$ cat config.mk
export PLATFORM = sky130hd
export DESIGN_NAME = bus_valid_sink
export DESIGN_NICKNAME = d
export VERILOG_FILES = /design/src/rtl/bus_pkg.sv /design/src/rtl/bus_ready_gen.sv /design/src/rtl/bus_valid_sink.sv
export SDC_FILE = /design/constraint.sdc
export NUM_CORES = 1
export LEC_CHECK = 0
export CORE_MARGIN = 5
export CORE_UTILIZATION = 43
export DETAILED_ROUTE_END_ITERATION = 10
export PLACE_DENSITY = 0.65
export RECOVER_POWER = 25
export SLEW_MARGIN = 25
export SYNTH_ARGS = -nofsm -noshare
export SYNTH_HDL_FRONTEND = slang
export SYNTH_SLANG_ARGS = --single-unit
$ cat constraint.sdc
create_clock -name clk -period 2.5 [get_ports clk]
set_input_delay 0.75 -clock clk [delete_from_list [all_inputs] [get_ports clk]]
set_output_delay 0.75 -clock clk [all_outputs]
set_load 0.03 [all_outputs]
$ cat src/rtl/bus_pkg.sv
// bus_pkg: definitions shared by bus_valid (initiator) and bus_valid_sink (checker).
//   - bus_state_e : checker FSM state encoding (2-bit)
//   - BUS_DATA_W  : default payload width
//   - LFSR_SEED / LFSR_TAPS and lfsr_fb() : pseudo-random ready generator
package bus_pkg;

    localparam int unsigned BUS_DATA_W = 8;

    typedef enum logic [1:0] {
        S_SYNC       = 2'd0,
        S_SYNC_STALL = 2'd1,
        S_RUN        = 2'd2,
        S_STALL      = 2'd3
    } bus_state_e;

    localparam logic [15:0] LFSR_SEED = 16'hACE1;
    // Taps 16,14,13,11 map to register bits 15,13,12,10.
    localparam logic [15:0] LFSR_TAPS = 16'hB400;

    function automatic logic lfsr_fb(input logic [15:0] state);
        return ^(state & LFSR_TAPS);
    endfunction

endpackage

$ cat src/rtl/bus_ready_gen.sv
// bus_ready_gen: registered ready generator for bus_valid_sink.
// Default build: free-running phase counter 0..READY_PERIOD-1, ready high
// during phases 0..READY_HIGH-1. With BUS_VALID_SINK_LFSR_EN defined, ready
// follows bit 0 of a 16-bit Fibonacci LFSR instead and the period parameters
// are ignored.
// Ports:
//   clk   - clock
//   rst   - synchronous active-high reset
//   ready - registered ready, 0 in reset
module bus_ready_gen
    import bus_pkg::*;
#(
    parameter int unsigned READY_PERIOD = 4,
    parameter int unsigned READY_HIGH   = 3
) (
    input  logic clk,
    input  logic rst,
    output logic ready
);

`ifdef BUS_VALID_SINK_LFSR_EN

    logic [15:0] lfsr;

    always_ff @(posedge clk) begin
        if (rst) begin
            lfsr  <= LFSR_SEED;
            ready <= 1'b0;
        end else begin
            lfsr  <= {lfsr[14:0], lfsr_fb(lfsr)};
            ready <= lfsr[0];
        end
    end

`else

    localparam int unsigned PH_W = (READY_PERIOD > 1) ? $clog2(READY_PERIOD) : 1;

    logic [PH_W-1:0] phase;

    // ready is computed from the current phase, so the first high ready
    // appears one cycle after reset release (phase 0 is registered then).
    always_ff @(posedge clk) begin
        if (rst) begin
            phase <= '0;
            ready <= 1'b0;
        end else begin
            ready <= (32'(phase) < READY_HIGH);
            if (32'(phase) == READY_PERIOD - 1)
                phase <= '0;
            else
                phase <= phase + 1'b1;
        end
    end

`endif

endmodule

$ cat src/rtl/bus_valid_sink.sv
// bus_valid_sink: responder/checker end of the bus_valid valid/ready stream.
// Accepts beats when valid_i && ready_o, checks the payload increments by one
// (mod 2^DATA_W), flags handshake-rule violations during stalls, and keeps
// saturating beat and sequence-error counters.
// Optional: BUS_VALID_SINK_LFSR_EN selects pseudo-random backpressure.
// Ports:
//   clk           - clock (video_clk)
//   rst           - synchronous active-high reset
//   valid_i       - beat valid from initiator
//   data_i        - beat payload
//   ready_o       - registered ready to initiator
//   beat_cnt_o    - accepted beats, saturating
//   seq_err_cnt_o - sequence mismatches, saturating
//   seq_err_o     - one-cycle pulse after a mismatching accepted beat
//   proto_err_o   - sticky protocol-violation flag
//   last_data_o   - payload of most recent accepted beat
module bus_valid_sink
    import bus_pkg::*;
#(
    parameter int unsigned DATA_W       = BUS_DATA_W,
    parameter int unsigned CNT_W        = 16,
    parameter int unsigned READY_PERIOD = 4,
    parameter int unsigned READY_HIGH   = 3
) (
    input  logic              clk,
    input  logic              rst,
    input  logic              valid_i,
    input  logic [DATA_W-1:0] data_i,
    output logic              ready_o,
    output logic [CNT_W-1:0]  beat_cnt_o,
    output logic [CNT_W-1:0]  seq_err_cnt_o,
    output logic              seq_err_o,
    output logic              proto_err_o,
    output logic [DATA_W-1:0] last_data_o
);

    bus_state_e        state, state_n;
    logic [DATA_W-1:0] expected, expected_n;
    logic [DATA_W-1:0] latched, latched_n;
    logic              accept;
    logic              check;
    logic              proto_set;

    bus_ready_gen #(
        .READY_PERIOD (READY_PERIOD),
        .READY_HIGH   (READY_HIGH)
    ) u_ready_gen (
        .clk   (clk),
        .rst   (rst),
        .ready (ready_o)
    );

    assign accept = valid_i && ready_o;

    always_comb begin
        state_n    = state;
        expected_n = expected;
        latched_n  = latched;
        check      = 1'b0;
        proto_set  = 1'b0;

        unique case (state)
            S_SYNC: begin
                if (accept) begin
                    expected_n = data_i + DATA_W'(1);
                    state_n    = S_RUN;
                end else if (valid_i) begin
                    latched_n  = data_i;
                    state_n    = S_SYNC_STALL;
                end
            end

            S_SYNC_STALL: begin
                if (!valid_i) begin
                    proto_set = 1'b1;
                    state_n   = S_SYNC;
                end else begin
                    proto_set = (data_i != latched);
                    if (ready_o) begin
                        expected_n = data_i + DATA_W'(1);
                        state_n    = S_RUN;
                    end
                end
            end

            S_RUN: begin
                if (accept) begin
                    check      = 1'b1;
                    expected_n = data_i + DATA_W'(1);
                end else if (valid_i) begin
                    latched_n  = data_i;
                    state_n    = S_STALL;
                end
            end

            S_STALL: begin
                if (!valid_i) begin
                    proto_set = 1'b1;
                    state_n   = S_RUN;
                end else begin
                    proto_set = (data_i != latched);
                    if (ready_o) begin
                        check      = 1'b1;
                        expected_n = data_i + DATA_W'(1);
                        state_n    = S_RUN;
                    end
                end
            end

            default: state_n = S_SYNC;
        endcase
    end

    // Reset takes priority, so a beat coinciding with rst is dropped entirely.
    always_ff @(posedge clk) begin
        if (rst) begin
            state         <= S_SYNC;
            expected      <= '0;
            latched       <= '0;
            beat_cnt_o    <= '0;
            seq_err_cnt_o <= '0;
            seq_err_o     <= 1'b0;
            proto_err_o   <= 1'b0;
            last_data_o   <= '0;
        end else begin
            state       <= state_n;
            expected    <= expected_n;
            latched     <= latched_n;
            seq_err_o   <= check && (data_i != expected);
            proto_err_o <= proto_err_o | proto_set;

            if (accept) begin
                last_data_o <= data_i;
                if (beat_cnt_o != '1)
                    beat_cnt_o <= beat_cnt_o + 1'b1;
            end

            if (check && (data_i != expected) && (seq_err_cnt_o != '1))
                seq_err_cnt_o <= seq_err_cnt_o + 1'b1;
        end
    end

endmodule

==> results.yml <==
worst_setup_path:
  crit_buf_inv: 1
  critPathKind: "flop to output pin"
  end_kind: "output pin"
  crit_path_top_delay_cell: "clkdlybuf4s50_1"
  cp.required_ns: 1.75
  worstReg2RegEnd: "seq_err_cnt_o[7]$_SDFFE_PP0P_"
  arrival_ns: 1.52
  path_delay_family: "buffers and inverters"
  reg2reg_depth: 6
  crit_path_end: "seq_err_cnt_o[11]"
  startpoint: "seq_err_cnt_o[11]$_SDFFE_PP0P_"
  r2r_slack_ns: 0.59
  r2r-start: "seq_err_cnt_o[0]$_SDFFE_PP0P_"
  crit_path_max_fanout: 7
  critPathMaxStageDelay_ns: 0.72
  cp.depth: 1
  path_cells: "clkdlybuf4s50_1"
  start_kind: "flop"
global_routing:
  antenna_found_initial: 0
  grt_pass1_vias: 2474
  grt.total_usage_pct: 16.8
  grt_pass1_wl_mm: 11.7
  grt_overflow: 0
  grt_max_degree: 32
route:
  drc_errors: 0
  drt-pass1-iter-count: 4
  routed_wl_mm: 6.84
  wl_per_cell_um: 14.0
  avgViaCountPerCell: 5.28
  vias: 2577
  drtIter0Drc: 128
  ant_nets: 0
clocking:
  cts_hold_buf: 0
  cts_tree: "done"
  clockBufferDepth: 2
  postCtsSetupRepairBufs: 0
  ctsResizeCount: 0
  insertion_delay_ns: 0.34
  cts_buffers: 9
  root_buffer: "clkbuf_8"
  clk_pin_slew_ns: 0.07
  numClockSinks: 63
  h-tree-depth: 3
power_and_ir_drop:
  max-vdd-ir-drop_mv: 0.307
  power_density_nw_per_um2: 597
  power_frac_comb_pct: 9.8
  net-switching-power_mw: 0.529
  seq_power_share_pct: 46.2
  report.power.total_mw: 2.31
  pwr-share-clk_pct: 44.1
  internal_power_mw: 1.78
  leakagePower_nw: 1.42
  sw_frac_of_total_pct: 23.0
placed_design:
  numPortBuffers: 53
  dp_hpwl_mm: 4.79
  pre_cts_slack_ns: -0.00367
  post-place-cells: 473
  gp_congestion: 0.868
timing:
  setup_viol: 0
  finalMaxSlewViolations: 0
  layout_min_cycle_time_ns: 2.27
  fmax_mhz: 440
  slew_headroom_pct: 14.0
  finalSetupTns_ns: 0
  fin_ws_ns: 0.228
  worstMarginPinSlew_ns: 1.29
  period_share_pct: 90.9
  clock_skew_ns: 0.00804
  hold_violations: 0
  whs_ns: 0.432
  grt_setup_unrepaired: "false"
final_layout:
  area_growth_syn_to_layout_pct: 30.5
  instances_no_fill: 488
  layout-drive-gt1-share_pct: 10.5
  nets: 419
  diodes: 0
  fillers: 644
  layout_commonest_cell: "dfxtp_1"
  mostFrequentLayoutCells: "63 x dfxtp_1, 52 x clkdlybuf4s50_1, 49 x nor2_1"
  seqCellArea_um2: 1260
  multi_input_area_um2: 1600
yosys:
  synthArstFlopShare_pct: 0
  synth-seq-area-share_pct: 42.6
  synth-seq-cells: 63
  synth_cells: 343
  syn_nets: 358
  synth_area_um2: 2960
  synth_top_cell_area_share_pct: 42.6
  ys.flop_type: "dfxtp_1"
  syn_area_per_cell_um2: 8.63
  ys_top_cells_by_area: "dfxtp_1 43%, nor2_1 6.2%, xor2_1 6.2%"
  ys_types: 36
  synth_edf_count: 0
  synth_top_cell_by_area: "dfxtp_1"
  yosysWarningCount: 0
floorplan:
  pin_count: 54
  start_util_pct: 43.8
  dieArea_um2: 8640
  core-area_um2: 6760
  row_count: 30
  die_w_um: 93.0
  die_height_um: 93.0
worst_hold_path:
  hold_class: "flop to flop"
  holdCritStartpoint: "u_ready_gen.phase[0]$_SDFF_PP0_"
flow_run:
  cap_violations: 0
outcome:
  status: "finished clean"
[cell families after synthesis]
kind of cell / share of synthesized area [%]
and+or+nand+nor: 29.2
DFF: 42.6
AOI/OAI and AO/OA: 7.32
xor gates and xnor gates: 10.7
buffers and inverters: 3.21
muxes: 5.29
adders and majority gates: 1.69
[routing by layer]
layer | routed length [um] | track usage [%]
met5 | 0 | 0
met4 | 87 | 7.81
met3 | 383 | 3.01
met2 | 2940 | 24.7
met1 | 3440 | 23.7
[how the worst min path moves through the flow]
stage | end | cells past startpoint
finish | u_ready_gen.phase[0]$_SDFF_PP0_ | 1
global route | u_ready_gen.phase[0]$_SDFF_PP0_ | 1
CTS | u_ready_gen.phase[0]$_SDFF_PP0_ | 1
detailed placement | u_ready_gen.phase[0]$_SDFF_PP0_ | 1
global placement | u_ready_gen.phase[0]$_SDFF_PP0_ | 1
floorplan | u_ready_gen.phase[0]$_SDFF_PP0_ | 1
[registers in the layout, indices dropped and copies added (netlist names)]
name	cells
beat_cnt_o	16
seq_err_cnt_o	16
expected	8
last_data_o	8
latched	8
state	2
u_ready_gen.phase	2
proto_err_o	1
seq_err_o	1
u_ready_gen.ready	1
[cell type report]
class | instances | share of cell area (%)
multi-input cells | 259 | 41.5
flip-flops and latches | 63 | 32.7
repair buffers | 71 | 17.3
clock buffers | 12 | 4.28
well taps | 80 | 2.59
clock inverters | 3 | 1.69
[cells in the mapped netlist (7+ instances only)]
cell type / number
dfxtp_1: 63
nor2_1: 49
nand2_1: 31
xor2_1: 21
a21oi_1: 20
nand3_1: 15
xnor2_1: 15
nand4_1: 13
mux2i_1: 10
clkbuf_1: 9
and3_1: 8
nor3_1: 8
and4_1: 7
or4_1: 7
[through the flow]
stage | utilization, % | area (um^2)
CTS | 57.2 | 3870
finish | 57.1 | 3860
floorplan | - | 2960
global route | 57.1 | 3860
global placement | 53.8 | 3640
detailed placement | 53.8 | 3640
[power groups by stage]
stage | clock network [mW] | registers, mW | logic (mW)
6_report | 1.02 | 1.06 | 0.225
5_1_grt | 1.09 | 1.07 | 0.247
4_1_cts | 1.04 | 1.06 | 0.228
3_5_place_dp | 0 | 1.09 | 0.227
3_3_place_gp | 0 | 1.08 | 0.223
2_1_floorplan | 0 | 1.10 | 0.121
[worst reg2reg max path, delay by kind of cell (launching register included)]
| kind | cells | cell delay [ns] |
|---|---|---|
| flops | 1 | 0.35 |
| mux | 1 | 0.37 |
| fa+ha+maj | 1 | 0.23 |
| simple gates | 4 | 0.86 |
No activity file was read; power rests on OpenSTA's default activity.
